<file path="config.mk">
export PLATFORM = sky130hd
export DESIGN_NAME = eth_frame_arb_mux
export DESIGN_NICKNAME = d
export VERILOG_FILES = /design/src/rtl/eth_arb_pkg.sv /design/src/rtl/eth_rr_arbiter.sv /design/src/rtl/eth_frame_arb_mux.sv
export SDC_FILE = /design/constraint.sdc
export NUM_CORES = 1
export LEC_CHECK = 0
export CORE_AREA = 5 5 244 246
export DETAILED_ROUTE_END_ITERATION = 7
export DIE_AREA = 0 0 249 251
export PLACE_DENSITY = 0.53
export RECOVER_POWER = 25
export SLEW_MARGIN = 5
export SYNTH_ARGS = -nofsm -noshare
export SYNTH_HDL_FRONTEND = slang
export SYNTH_HIERARCHICAL = 1
export SYNTH_SLANG_ARGS = --single-unit
</file>
<file path="constraint.sdc">
create_clock -name clk -period 4.9 [get_ports clk]
set_input_delay 0.735 -clock clk [delete_from_list [all_inputs] [get_ports clk]]
set_output_delay 0.735 -clock clk [all_outputs]
set_load 0.02 [all_outputs]
</file>
<file path="src/rtl/eth_arb_pkg.sv">
// rtl/eth_arb_pkg.sv - shared widths, FSM state type and index helper for eth_frame_arb_mux
package eth_arb_pkg;

  localparam int MAC_W  = 48;
  localparam int TYPE_W = 16;
  localparam int STAT_W = 32;

  typedef enum logic [0:0] {
    ST_IDLE    = 1'b0,
    ST_PAYLOAD = 1'b1
  } arb_state_e;

  function automatic int wrap_inc(input int idx, input int n);
    return (idx + 1 >= n) ? 0 : idx + 1;
  endfunction

endpackage

</file>
<file path="src/rtl/eth_rr_arbiter.sv">
// rtl/eth_rr_arbiter.sv - round-robin / fixed-priority request arbiter
// Combinational grant; pointer moves past the winner when advance_i is strobed.
module eth_rr_arbiter
  import eth_arb_pkg::*;
#(
  parameter int NUM_REQS = 4,
  parameter bit ARB_RR   = 1'b1,
  parameter int IDXW     = $clog2(NUM_REQS)
) (
  input  logic                clk,
  input  logic                reset,
  input  logic [NUM_REQS-1:0] req_i,
  input  logic                advance_i,
  output logic [NUM_REQS-1:0] grant_o,
  output logic [IDXW-1:0]     grant_idx_o,
  output logic                grant_valid_o
);

  logic [IDXW-1:0] ptr_q, ptr_d;
  logic [IDXW-1:0] win_idx;
  logic            win_found;

  // Fixed priority is simply a search that always starts at index 0.
  always_comb begin
    int              cand;
    logic [IDXW-1:0] cidx;
    win_found = 1'b0;
    win_idx   = '0;
    cand      = 0;
    cidx      = '0;
    for (int i = 0; i < NUM_REQS; i++) begin
      cand = ARB_RR ? int'(ptr_q) + i : i;
      if (cand >= NUM_REQS) cand = cand - NUM_REQS;
      cidx = IDXW'(cand);
      if (!win_found && req_i[cidx]) begin
        win_found = 1'b1;
        win_idx   = cidx;
      end
    end
  end

  assign grant_valid_o = win_found;
  assign grant_idx_o   = win_idx;
  assign grant_o       = win_found ? (NUM_REQS'(1) << win_idx) : '0;

  always_comb begin
    ptr_d = ptr_q;
    if (advance_i && win_found) ptr_d = IDXW'(wrap_inc(int'(win_idx), NUM_REQS));
  end

  always_ff @(posedge clk or posedge reset) begin
    if (reset) ptr_q <= '0;
    else       ptr_q <= ptr_d;
  end

endmodule

</file>
<file path="src/rtl/eth_frame_arb_mux.sv">
// rtl/eth_frame_arb_mux.sv - N:1 Ethernet frame arbiter/mux with header handshake and payload skid buffer
// Optional per-channel frame counters when ETH_ARB_MUX_STATS_EN is defined.
module eth_frame_arb_mux
  import eth_arb_pkg::*;
#(
  parameter int NUM_REQS   = 4,
  parameter int DATAW      = 8,
  parameter bit KEEP_EN    = (DATAW > 8),
  parameter int USER_WIDTH = 1,
  parameter bit ARB_RR     = 1'b1
) (
  input  logic                           clk,
  input  logic                           reset,
  input  logic [NUM_REQS-1:0]            s_eth_hdr_valid,
  output logic [NUM_REQS-1:0]            s_eth_hdr_ready,
  input  logic [NUM_REQS*MAC_W-1:0]      s_eth_dest_mac,
  input  logic [NUM_REQS*MAC_W-1:0]      s_eth_src_mac,
  input  logic [NUM_REQS*TYPE_W-1:0]     s_eth_type,
  input  logic [NUM_REQS*DATAW-1:0]      s_eth_payload_tdata,
  input  logic [NUM_REQS*DATAW/8-1:0]    s_eth_payload_tkeep,
  input  logic [NUM_REQS-1:0]            s_eth_payload_tvalid,
  input  logic [NUM_REQS-1:0]            s_eth_payload_tlast,
  input  logic [NUM_REQS*USER_WIDTH-1:0] s_eth_payload_tuser,
  output logic [NUM_REQS-1:0]            s_eth_payload_tready,
  output logic                           m_eth_hdr_valid,
  input  logic                           m_eth_hdr_ready,
  output logic [MAC_W-1:0]               m_eth_dest_mac,
  output logic [MAC_W-1:0]               m_eth_src_mac,
  output logic [TYPE_W-1:0]              m_eth_type,
  output logic [DATAW-1:0]               m_eth_payload_tdata,
  output logic [DATAW/8-1:0]             m_eth_payload_tkeep,
  output logic                           m_eth_payload_tvalid,
  output logic                           m_eth_payload_tlast,
  output logic [USER_WIDTH-1:0]          m_eth_payload_tuser,
  input  logic                           m_eth_payload_tready,
  output logic                           busy
`ifdef ETH_ARB_MUX_STATS_EN
  ,
  output logic [NUM_REQS*STAT_W-1:0]     stat_frame_count
`endif
);

  localparam int IDXW   = $clog2(NUM_REQS);
  localparam int KEEP_W = DATAW / 8;
  localparam int BEAT_W = DATAW + KEEP_W + 1 + USER_WIDTH;

  arb_state_e          state_q, state_d;
  logic [IDXW-1:0]     gnt_q, gnt_d;
  logic [NUM_REQS-1:0] arb_grant;
  logic [IDXW-1:0]     arb_idx;
  logic                arb_valid;
  logic                hdr_fire;

  logic                hdr_valid_q, hdr_valid_d;
  logic [MAC_W-1:0]    dest_q, dest_d;
  logic [MAC_W-1:0]    src_q, src_d;
  logic [TYPE_W-1:0]   type_q, type_d;

  logic [NUM_REQS-1:0] s_tready_q, s_tready_d;
  logic                out_valid_q, out_valid_d;
  logic [BEAT_W-1:0]   out_beat_q, out_beat_d;
  logic                skid_valid_q, skid_valid_d;
  logic [BEAT_W-1:0]   skid_beat_q, skid_beat_d;
  logic [KEEP_W-1:0]   in_keep;
  logic [BEAT_W-1:0]   in_beat;
  logic                in_accept;
  logic                in_last_acc;

  eth_rr_arbiter #(
    .NUM_REQS (NUM_REQS),
    .ARB_RR   (ARB_RR),
    .IDXW     (IDXW)
  ) u_arb (
    .clk           (clk),
    .reset         (reset),
    .req_i         (s_eth_hdr_valid),
    .advance_i     (hdr_fire),
    .grant_o       (arb_grant),
    .grant_idx_o   (arb_idx),
    .grant_valid_o (arb_valid)
  );

  // Header slot frees in the same cycle the downstream takes the old header.
  assign hdr_fire = (state_q == ST_IDLE) && arb_valid && (!hdr_valid_q || m_eth_hdr_ready) && !reset;
  assign s_eth_hdr_ready = hdr_fire ? arb_grant : '0;

  assign in_keep     = KEEP_EN ? s_eth_payload_tkeep[gnt_q*KEEP_W +: KEEP_W] : '0;
  assign in_beat     = {s_eth_payload_tdata[gnt_q*DATAW +: DATAW], in_keep,
                        s_eth_payload_tlast[gnt_q], s_eth_payload_tuser[gnt_q*USER_WIDTH +: USER_WIDTH]};
  assign in_accept   = |(s_tready_q & s_eth_payload_tvalid);
  assign in_last_acc = in_accept && in_beat[USER_WIDTH];

  always_comb begin
    state_d      = state_q;
    gnt_d        = gnt_q;
    hdr_valid_d  = hdr_valid_q;
    dest_d       = dest_q;
    src_d        = src_q;
    type_d       = type_q;
    out_valid_d  = out_valid_q;
    out_beat_d   = out_beat_q;
    skid_valid_d = skid_valid_q;
    skid_beat_d  = skid_beat_q;
    s_tready_d   = '0;

    if (hdr_valid_q && m_eth_hdr_ready) hdr_valid_d = 1'b0;

    case (state_q)
      ST_IDLE: begin
        if (hdr_fire) begin
          state_d     = ST_PAYLOAD;
          gnt_d       = arb_idx;
          hdr_valid_d = 1'b1;
          dest_d      = s_eth_dest_mac[arb_idx*MAC_W +: MAC_W];
          src_d       = s_eth_src_mac[arb_idx*MAC_W +: MAC_W];
          type_d      = s_eth_type[arb_idx*TYPE_W +: TYPE_W];
        end
      end
      ST_PAYLOAD: begin
        if (in_last_acc) state_d = ST_IDLE;
      end
      default: state_d = ST_IDLE;
    endcase

    // Skid buffer: output register refills from skid first, then from input.
    if (!out_valid_q || m_eth_payload_tready) begin
      if (skid_valid_q) begin
        out_valid_d  = 1'b1;
        out_beat_d   = skid_beat_q;
        skid_valid_d = in_accept;
        if (in_accept) skid_beat_d = in_beat;
      end else begin
        out_valid_d = in_accept;
        if (in_accept) out_beat_d = in_beat;
      end
    end else if (in_accept) begin
      skid_valid_d = 1'b1;
      skid_beat_d  = in_beat;
    end

    // Offer tready only while the skid has room for one more beat.
    if (state_d == ST_PAYLOAD && !skid_valid_d) s_tready_d[gnt_d] = 1'b1;
  end

  always_ff @(posedge clk or posedge reset) begin
    if (reset) begin
      state_q      <= ST_IDLE;
      gnt_q        <= '0;
      hdr_valid_q  <= 1'b0;
      dest_q       <= '0;
      src_q        <= '0;
      type_q       <= '0;
      s_tready_q   <= '0;
      out_valid_q  <= 1'b0;
      out_beat_q   <= '0;
      skid_valid_q <= 1'b0;
      skid_beat_q  <= '0;
    end else begin
      state_q      <= state_d;
      gnt_q        <= gnt_d;
      hdr_valid_q  <= hdr_valid_d;
      dest_q       <= dest_d;
      src_q        <= src_d;
      type_q       <= type_d;
      s_tready_q   <= s_tready_d;
      out_valid_q  <= out_valid_d;
      out_beat_q   <= out_beat_d;
      skid_valid_q <= skid_valid_d;
      skid_beat_q  <= skid_beat_d;
    end
  end

  assign m_eth_hdr_valid      = hdr_valid_q;
  assign m_eth_dest_mac       = dest_q;
  assign m_eth_src_mac        = src_q;
  assign m_eth_type           = type_q;
  assign m_eth_payload_tvalid = out_valid_q;
  assign {m_eth_payload_tdata, m_eth_payload_tkeep, m_eth_payload_tlast, m_eth_payload_tuser} = out_beat_q;
  assign s_eth_payload_tready = s_tready_q;
  assign busy                 = (state_q == ST_PAYLOAD);

`ifdef ETH_ARB_MUX_STATS_EN
  logic [NUM_REQS*STAT_W-1:0] stat_q;

  always_ff @(posedge clk or posedge reset) begin
    if (reset)            stat_q <= '0;
    else if (in_last_acc) stat_q[gnt_q*STAT_W +: STAT_W] <= stat_q[gnt_q*STAT_W +: STAT_W] + STAT_W'(1);
  end

  assign stat_frame_count = stat_q;
`endif

endmodule

</file>
# Word level (Yosys, flattened, before mapping)
# Index checks and enable logic that the tools add are counted.
[totals]
out_inout_bits = 134
inputBits = 504
word_cells = 111
ff_bits = 146
[classes]
shift = 6
muxes = 45
n_eq_ne = 1
order_cmp = 12
add_sub_neg = 8
bitwise = 2
n_mul = 1
reduce_logical = 24
[ops]
columns = ["operator", "n"]
rows = [
  ["$shiftx 192x9->48", 2],
  ["$shiftx 64x7->16", 1],
  ["$mux 11", 5],
  ["$shiftx 32x6->8", 1],
  ["$mux 2", 11],
  ["$mux 1", 19],
  ["$lt 2x3->1 const B", 6],
  ["$ge 3x3->1 const B", 4],
  ["$mux 4", 3],
  ["$logic_and 1x1->1", 11],
  ["$bmux 1 s2", 5],
  ["$sub 2x1->2 const B", 4],
  ["$logic_not 1->1", 7],
  ["$add 2x1->3 const B", 2],
  ["$add 2x2->3 const B", 2],
  ["$and 4x4->4", 1],
  ["$mul 2x2->4 const B", 1],
  ["$reduce_and 2->1", 2],
  ["$reduce_or 4->1", 1],
  ["$shiftx 4x3->1", 1],
  ["$shl 1x2->4 const A", 1],
  ["$ge 2x3->1 const B", 1],
  ["$demux 1 s2", 1],
  ["$ge 2x1->1 const B", 1],
  ["5 further kinds", 6],
]

# Depth between registers and ports, before layout
# Gate-level depths: netlist (run 1).
[logic_depth]
ltp_word = 24
ltp_mapped = 9

# Modules after synthesis
# The synthesis (run 1) kept the hierarchy.
[by_module_without_submodules]
columns = ["module", "n_inst", "area_each_um2", "seq_area_each_um2", "cells_per_inst"]
rows = [
  ["eth_frame_arb_mux", 1, 8325.5, 3553.4, 729],
  ["eth_rr_arbiter", 1, 309.0, 50.0, 35],
]

# Least setup slack after synthesis (run 1)
# No wires, ideal clock.
[synth_path]
path_kind = "input to register"
start = "input port s_eth_hdr_valid[0]"
end = "register type_q[7], in the netlist m_eth_type[7]"
setup_slack_ns = 2.180
cell_stages = 9
path_buffers = 3
t_arrival_ns = 2.603
setup_ns = 0.117
path_cell_list = "and2b_1 > a2111oi_4 > or2_2 > buf_2 > buf_4 > buf_2 > mux4_2 > nand2_1 > nand2_1"
[synth_via]
elab_cells_between_ends = 27
[synth_lines]
columns = ["item", "line", "text"]
rows = [
  ["start: declaration", "eth_frame_arb_mux.sv:14", "input logic [NUM_REQS-1:0] s_eth_hdr_valid,"],
  ["$bmux 1 s2", "eth_rr_arbiter.sv:35", "if (!win_found && req_i[cidx]) begin"],
  ["$mux 1 (implied by the code)", "eth_rr_arbiter.sv:35", ""],
  ["$mux 1", "eth_rr_arbiter.sv:35", ""],
  ["$logic_not 1->1", "eth_rr_arbiter.sv:35", ""],
  ["$logic_and 1x1->1", "eth_rr_arbiter.sv:35", ""],
  ["$mux 1", "eth_rr_arbiter.sv:35", ""],
  ["$logic_not 1->1", "eth_rr_arbiter.sv:35", ""],
  ["$logic_and 1x1->1", "eth_rr_arbiter.sv:35", ""],
  ["$mux 1", "eth_rr_arbiter.sv:35", ""],
  ["$logic_not 1->1", "eth_rr_arbiter.sv:35", ""],
  ["$logic_and 1x1->1", "eth_rr_arbiter.sv:35", ""],
  ["$mux 2 (*)", "eth_rr_arbiter.sv:35", ""],
  ["net arb_idx[0]", "eth_frame_arb_mux.sv:50", "logic [IDXW-1:0] arb_idx;"],
  ["$shiftx 64x7->16 (*)", "eth_frame_arb_mux.sv:116", "type_d = s_eth_type[arb_idx*TYPE_W +: TYPE_W];"],
  ["end signal: assignment", "eth_frame_arb_mux.sv:164", "type_q <= type_d;"],
  ["end: declaration", "eth_frame_arb_mux.sv:57", "logic [TYPE_W-1:0] type_q, type_d;"],
]
# The timed path passes the listed nets; every way through them passes the cells marked *. The select of a mux whose other input is x is not followed.
# A chain may end at the register's enable or synchronous reset.

# Final worst setup path (run 1)
[layout_path]
start = "input port s_eth_hdr_valid[3]"
end = "output port s_eth_hdr_ready[1]"
[layout_via]
elab_cells_between_ends = 28
[layout_lines]
columns = ["item", "line", "text"]
rows = [
  ["$bmux 1 s2", "eth_rr_arbiter.sv:35", ""],
  ["$mux 1 (implied by the code)", "eth_rr_arbiter.sv:35", ""],
  ["$mux 1", "eth_rr_arbiter.sv:35", ""],
  ["$logic_not 1->1", "eth_rr_arbiter.sv:35", ""],
  ["$logic_and 1x1->1", "eth_rr_arbiter.sv:35", ""],
  ["$mux 1", "eth_rr_arbiter.sv:35", ""],
  ["$logic_not 1->1", "eth_rr_arbiter.sv:35", ""],
  ["$logic_and 1x1->1", "eth_rr_arbiter.sv:35", ""],
  ["$mux 1", "eth_rr_arbiter.sv:35", ""],
  ["$logic_not 1->1", "eth_rr_arbiter.sv:35", ""],
  ["$logic_and 1x1->1", "eth_rr_arbiter.sv:35", ""],
  ["$mux 2 (*)", "eth_rr_arbiter.sv:35", ""],
  ["net arb_idx[0]", "eth_frame_arb_mux.sv:50", ""],
  ["$shl 1x2->4 (*)", "eth_rr_arbiter.sv:44", "assign grant_o = win_found ? (NUM_REQS'(1) << win_idx) : '0;"],
  ["$mux 4 (*)", "eth_rr_arbiter.sv:44", ""],
  ["net arb_grant[1]", "eth_frame_arb_mux.sv:49", "logic [NUM_REQS-1:0] arb_grant;"],
  ["$mux 4 (*)", "eth_frame_arb_mux.sv:85", "assign s_eth_hdr_ready = hdr_fire ? arb_grant : '0;"],
  ["end: declaration", "eth_frame_arb_mux.sv:15", "output logic [NUM_REQS-1:0] s_eth_hdr_ready,"],
]
# Marked as above.

==> results of run 1 <==
==> power by group <==
part	leakage, nW	internal [mW]	switching, mW
Sequential	1.79	1.75	0.399
Combinational	4.55	2.35	2.23
Clock	0.285	0.763	0.575
Total	6.63	4.87	3.21
==> registers in the layout, indices dropped and copies added (netlist names) <==
signal / cells
m_eth_dest_mac: 48
m_eth_src_mac: 48
m_eth_type: 16
out_beat_q: 10
skid_beat_q: 10
s_eth_payload_tready: 4
gnt_q: 2
u_arb/ptr_q: 2
busy: 1
m_eth_hdr_valid: 1
m_eth_payload_tvalid: 1
skid_valid_q: 1
==> metrics by stage <==
step	instance area, sq um	total power [mW]	utilization, %
finish	16400	8.07	28.7
global route	16400	8.65	28.7
CTS	16400	8.28	28.7
detailed placement	15800	6.87	27.7
global placement	15800	6.83	27.7
floorplan	8630	4.73	-
==> metal layers <==
layer  vias to the layer above  wire length, um
li1                       3909                -
met1                      4158            15900
met2                       419            20800
met3                        51             3450
met4                         6             1420
met5                         -               43
==> synth_stat cells (all sizes together) (2+ instances only) <==
| cell type | number | area share [%] |
|---|---|---|
| a22o | 2 | 0.20 |
| clkbuf | 25 | 1.1 |
| and3 | 4 | 0.29 |
| or2 | 3 | 0.25 |
| mux2i | 12 | 1.4 |
| nor2 | 4 | 0.17 |
| o21ai | 14 | 0.85 |
| nand2 | 350 | 15 |
| dfrtp | 144 | 42 |
| a21oi | 2 | 0.12 |
| buf | 32 | 1.8 |
| and2b | 5 | 0.49 |
| mux4 | 122 | 32 |
| ha | 5 | 0.72 |
| inv | 12 | 0.52 |
| nor4 | 5 | 0.36 |
| mux2 | 10 | 1.3 |
==> final cells by class <==
class                      count  area [sq um]
inverter                      12          48.8
antenna                        1          2.50
multi-input combinational    551          4760
fill                        5920         40700
clock inverter                12           134
timing repair buffer         642          6450
tap                          765           957
sequential                   144          3600
clock buffer                  19           443
==> worst min-delay path: cells and delay by family, from the launching register on <==
family,cells,cell delay (ps)
DFF,1,340
and+or+nand+nor,2,110
==> logic make-up after synthesis <==
| kind of cell | share of synthesized area (%) |
|---|---|
| mux | 34.5 |
| simple gates | 17.2 |
| flops | 41.7 |
| buf+inv | 3.43 |
| fa+ha+maj | 0.855 |
| other cells | 0.0434 |
| compound gates | 2.23 |
==> how the worst max path moves through the flow <==
stage,endpoint,slack (ps),cells past startpoint,start
4_1_cts,s_eth_hdr_ready[1],990,8,s_eth_hdr_valid[3]
3_3_place_gp,s_eth_hdr_ready[3],1020,8,s_eth_hdr_valid[3]
6_report,s_eth_hdr_ready[1],990,8,s_eth_hdr_valid[3]
5_1_grt,s_eth_hdr_ready[3],890,8,s_eth_hdr_valid[0]
2_1_floorplan,busy,360,1,reset
3_5_place_dp,s_eth_hdr_ready[1],1000,8,s_eth_hdr_valid[1]
==> run metrics, run 1 <==
Tot GR Track Use between 10% and 20%; Initial Util between 10% and 20%; Worst R2R Start u_arb/ptr_q[1]; CTS Hold Bufs 0; post-synthesis register bit count around 140; CTS tree yes; endpoints failing hold 0; M2 GR Usage 22.1%; post-route ant nets 0; Setup Fix Bufs, Post-CTS 0; Setup Total Neg Slack 0 ps; overall routed net length 41600 um; fin crit share roughly 80%; reg2reg path depth 7; CTS buffer count 17; Slowest-stage cell, CP clkdlybuf4s50_1; routed length per placed instance 19.4 um; WP data arrival 3180 ps; syn_nets about 1.3k; number of max-cap violations 1; DP Worst Slack 998 ps; # IOs 638; Final Non-Filler Cells approximately 2.1k; commonest non-fill, non-tap cell in the layout clkdlybuf4s50_1; Mapped Area 0.00863 sq mm; Leakage roughly 6.6 nW; fin nets about 1.9k; pin count of the biggest net entering global routing 66; Primary FF master, synth dfrtp_1; first-pass GRT wire length 60900 um; row count between 80 and 90; Synth cell types 37; clock root buffer clkbuf_16; DRC viols 0; failing checks max-capacitance violations, max-slew violations; worst-path cell chain clkdlybuf4s50_1, o21ai_0, a221oi_1, or2_4, ha_1, and2b_2, and3_1, clkdlybuf4s50_1; 1st-pass router iterations 5; Slew Limit Fails 42; Hold Path Stages 2; met1 Usage GRT 14.5%; Post-synth ARST share 100%; vias in the first global route about 9.4k; vias per cell around 4; hold endpoint m_eth_type[7]; final critical-path required period a little under 4000 ps; Die Ht 251 um; I/O Buffers 632; Layout Skew 7.75 ps; HP Start m_eth_type[7]; die width roughly 250 um; Worst EP required between 4000 and 5000 ps; Critical Path Fanout Max 7; Ys Warns 6; Avg Cell Area, Syn around 11 sq um; Mapped Cells between 700 and 800; DR vias ~8.5k; RSZ-0062 raised after global routing no; GR peak layer met2; post-synthesis sequential area ratio 41.7%; Setup CP Type input port to primary output; CTS clk-pin slew, worst paths 60 ps; Crit path largest cell delay 620 ps; dpl hpwl about 33000 um; Area growth, synth to finish 89.9%; number of synthesized flops with an enable pin 0; worst hold slack 472 ps; core area 0.0571 sq mm; most frequent cells in the layout clkdlybuf4s50_1, nand2_1, dfrtp_1, mux4_2, clkbuf_16; post-route setup slack slightly below 1000 ps; HP Class register to register; relative slew slack -42.2%; worst slew pin tran between 2000 and 2500 ps; Critical Path Source Type input port; DRT iter0 DRCs 400; Routability Congestion between 0.9 and 1; WP buf/inv 2; Inst Count DP 2114; Critical R2R Capture m_eth_src_mac[37]; reg2reg setup slack between 2000 and 2500 ps; worst vdd rail ir drop 0.000309 V; Gates resized, CTS repair 0; FMAX 256 MHz; Die Area 0.0625 sq mm; Max clock buf depth 2; layout cells sized above 1 between 10 and 15%; P per Cell Area about 500 mW/mm^2; total gr overflow 0; Worst setup EP type primary output; most frequent CP cell clkdlybuf4s50_1; clk_lat worst skew ~460 ps; CP top delay family buffers and inverters; status complete, but fails checks; H-tree levels 4; M3 GR Usage 5.02%; TritonCTS Sinks around 140; number of antenna violations at the first check in global routing 4; Finish-stage setup viols 0
Note: power is estimated with default switching activity, not from simulation.
==> run 2: changes to the inputs <==
- CORE_AREA: 5 5 244 246 -> 5 5 248 250
- DIE_AREA: 0 0 249 251 -> 0 0 253 255
- PLACE_DENSITY: 0.53 -> 0.54
- clock period: 4.9 -> 3.3 ns (I/O delays scaled with it)
==> run metrics, run 2 (synthesis gave the netlist of run 1 again) <==
Fill cells 6138 (was 5920); switching pwr 4.77 mW (was 3.21 mW); row count 89 (was 88); worst vdd rail ir drop 0.000374 V (was 0.000309 V); post-route setup slack 212 ps (was 988 ps); Setup Total Neg Slack 0 ps (unchanged); most frequent cells in the layout clkdlybuf4s50_1, nand2_1, dfrtp_1, mux4_2 (was clkdlybuf4s50_1, nand2_1, dfrtp_1, mux4_2, clkbuf_16); vias in the first global route 9731 (was 9366); dpl hpwl 33100 um (was 33400 um); CTS buffer count 17 (unchanged); P per Cell Area 730 mW/mm^2 (was 492 mW/mm^2); met2 wire length 20700 um (was 20800 um); total gr overflow 0 (unchanged); relative slew slack 7.80% (was -42.2%); Routability Congestion 0.820 (was 0.947); DRT iter0 DRCs 316 (was 400); I/O Buffers 632 (unchanged); final critical-path required period 3090 ps; status completed (was complete, but fails checks); crit path from s_eth_hdr_valid[3] (unchanged); vias per cell 3.96 (was 3.98); number of antenna violations at the first check in global routing 4 (unchanged); worst hold slack 450 ps (was 472 ps); 1st-pass router iterations 4 (was 5); H-tree levels 4 (unchanged); Tot GR Track Use 11.8% (was 12.9%); Max clock buf depth 2 (unchanged); clock root buffer clkbuf_16 (unchanged); clk_lat worst skew 460 ps (about the same); core area 0.0588 sq mm (was 0.0571 sq mm); die width 253 um (was 249 um); Internal Pwr Total 7.34 mW (was 4.87 mW); RSZ-0062 raised after global routing no (unchanged); post-route ant nets 0 (unchanged); Worst R2R Start u_arb/ptr_q[1] (unchanged); CTS Hold Bufs 0 (unchanged); Initial Util 14.7% (was 15.1%); worst slew pin tran 1380 ps (was 2120 ps); clock network power share 16.5% (was 16.6%); Worst setup EP type primary output (unchanged); commonest non-fill, non-tap cell in the layout clkdlybuf4s50_1 (unchanged); CTS clk-pin slew, worst paths 70 ps (was 60 ps); Area growth, synth to finish 92.3% (was 89.9%); CTS tree yes (unchanged); FMAX between 300 and 400 MHz; routed wl met3 3640 um (was 3450 um); first-pass GRT wire length 58000 um (was 60900 um); number of max-cap violations 0 (was 1); # IOs 638 (unchanged); routed length per placed instance 18.4 um (was 19.4 um); reg2reg path depth 8 (was 7); DR top layer met5 (unchanged); HP Class input port to asynchronous set/reset pin (was register to register); fin nets 1894 (was 1877); DR vias 8599 (was 8543); Critical R2R Capture m_eth_src_mac[6] (was m_eth_src_mac[37]); DRC viols 0 (unchanged); Die Ht 255 um (was 251 um); Inst Count DP 2139 (was 2114); crit path capture s_eth_hdr_ready[0] (was s_eth_hdr_ready[1]); Slew Limit Fails 0 (was 42); DP Worst Slack -11.8 ps (was 998 ps); Critical Path Source Type input port (unchanged); endpoints failing hold 0 (unchanged); Final Cell Area 0.0166 sq mm (was 0.0164 sq mm); Comb pwr share 57.2% (was 56.8%); layout cells sized above 1 14.9% (was 13.7%); Die Area 0.0645 sq mm (was 0.0625 sq mm); Setup Fix Bufs, Post-CTS 0 (unchanged); fin util 28.2% (was 28.7%); Design Power 12.1 mW (was 8.07 mW); Leakage 6.76 nW (was 6.63 nW); Setup CP Type input port to primary output (unchanged); fin crit share 93.6%; pin count of the biggest net entering global routing 68 (was 66); overall routed net length 40000 um (was 41600 um); M1 WL 14400 um (was 15900 um); WP data arrival 2590 ps (was 3180 ps); placed instance area 0.0160 sq mm (was 0.0158 sq mm); Switching Fraction 39.4% (was 39.7%); Worst EP required 2800 ps (was 4160 ps); Reg power frac 26.3% (was 26.7%); TritonCTS Sinks 144 (unchanged); Critical Path Fanout Max 6 (was 7); Finish-stage setup viols 0 (unchanged); Final Non-Filler Cells 2172 (was 2146); reg2reg setup slack 710 ps (was 2170 ps); Layout Skew 10.6 ps (was 7.75 ps)
==> run 2: changes by cell type in the layout (fill, tap and decap cells not counted), sizes merged <==
cell           delta
clkinv            -2
clkinvlp          +2
dlygate4sd2       +3
clkbuf            +2
clkdlybuf4s50     -4
dlymetal6s2s      +1
inv               +1
buf              +15
==> run 2: worst max-delay path: stages <==
cell             delay, ps
clkdlybuf4s50_1        590
nor2_1                 110
a2111oi_4              350
buf_4                  170
nor2_1                  50
ha_1                   170
and2b_2                180
and3_1                 140
dlygate4sd2_1          330
==> run 2: cell type report <==
type / instances / area, sq um / share of cell area, %
Clock inverter: 13 / 151 / 0.912
Antenna cell: 1 / 2.50 / 0.0151
Clock buffer: 19 / 443 / 2.67
Timing Repair Buffer: 659 / 6620 / 39.9
Sequential cell: 144 / 3600 / 21.7
Multi-Input combinational cell: 551 / 4760 / 28.7
Inverter: 12 / 48.8 / 0.294
Tap cell: 773 / 967 / 5.83
==> run 2: worst min-delay path by stage <==
stage	start	to	slack [ps]
3_3_place_gp	m_eth_type[3]	m_eth_type[3]	460
6_report	reset	u_arb/ptr_q[1]	450
4_1_cts	reset	u_arb/ptr_q[1]	330
5_1_grt	reset	u_arb/ptr_q[1]	420
3_5_place_dp	m_eth_dest_mac[27]	m_eth_dest_mac[27]	460
2_1_floorplan	reset	u_arb/ptr_q[0]	240
==> run 2: power by group through the flow <==
stage | sequential [mW] | combinational, mW | clock [mW]
after floorplan | 3.94 | 3.08 | 0
after global placement | 3.17 | 7.05 | 0
after detailed placement | 3.22 | 7.08 | 0
after CTS | 3.21 | 7.10 | 2.10
after global routing | 3.30 | 7.54 | 2.16
final | 3.19 | 6.93 | 1.99
==> run 2: repair_timing <==
action,CTS,global route
resized for setup,4,1
pin swaps,0,0
endpoints found under the hold margin,0,0
endpoints found under the setup margin,4,1
gates cloned,0,0
==> run 2: routing by layer <==
| metal | up-vias | global-route usage (%) |
|---|---|---|
| met5 | - | 0 |
| met4 | 2 | 5.03 |
| met3 | 49 | 3.86 |
| met2 | 402 | 21.1 |
| met1 | 4188 | 12.8 |
| li1 | 3958 | - |
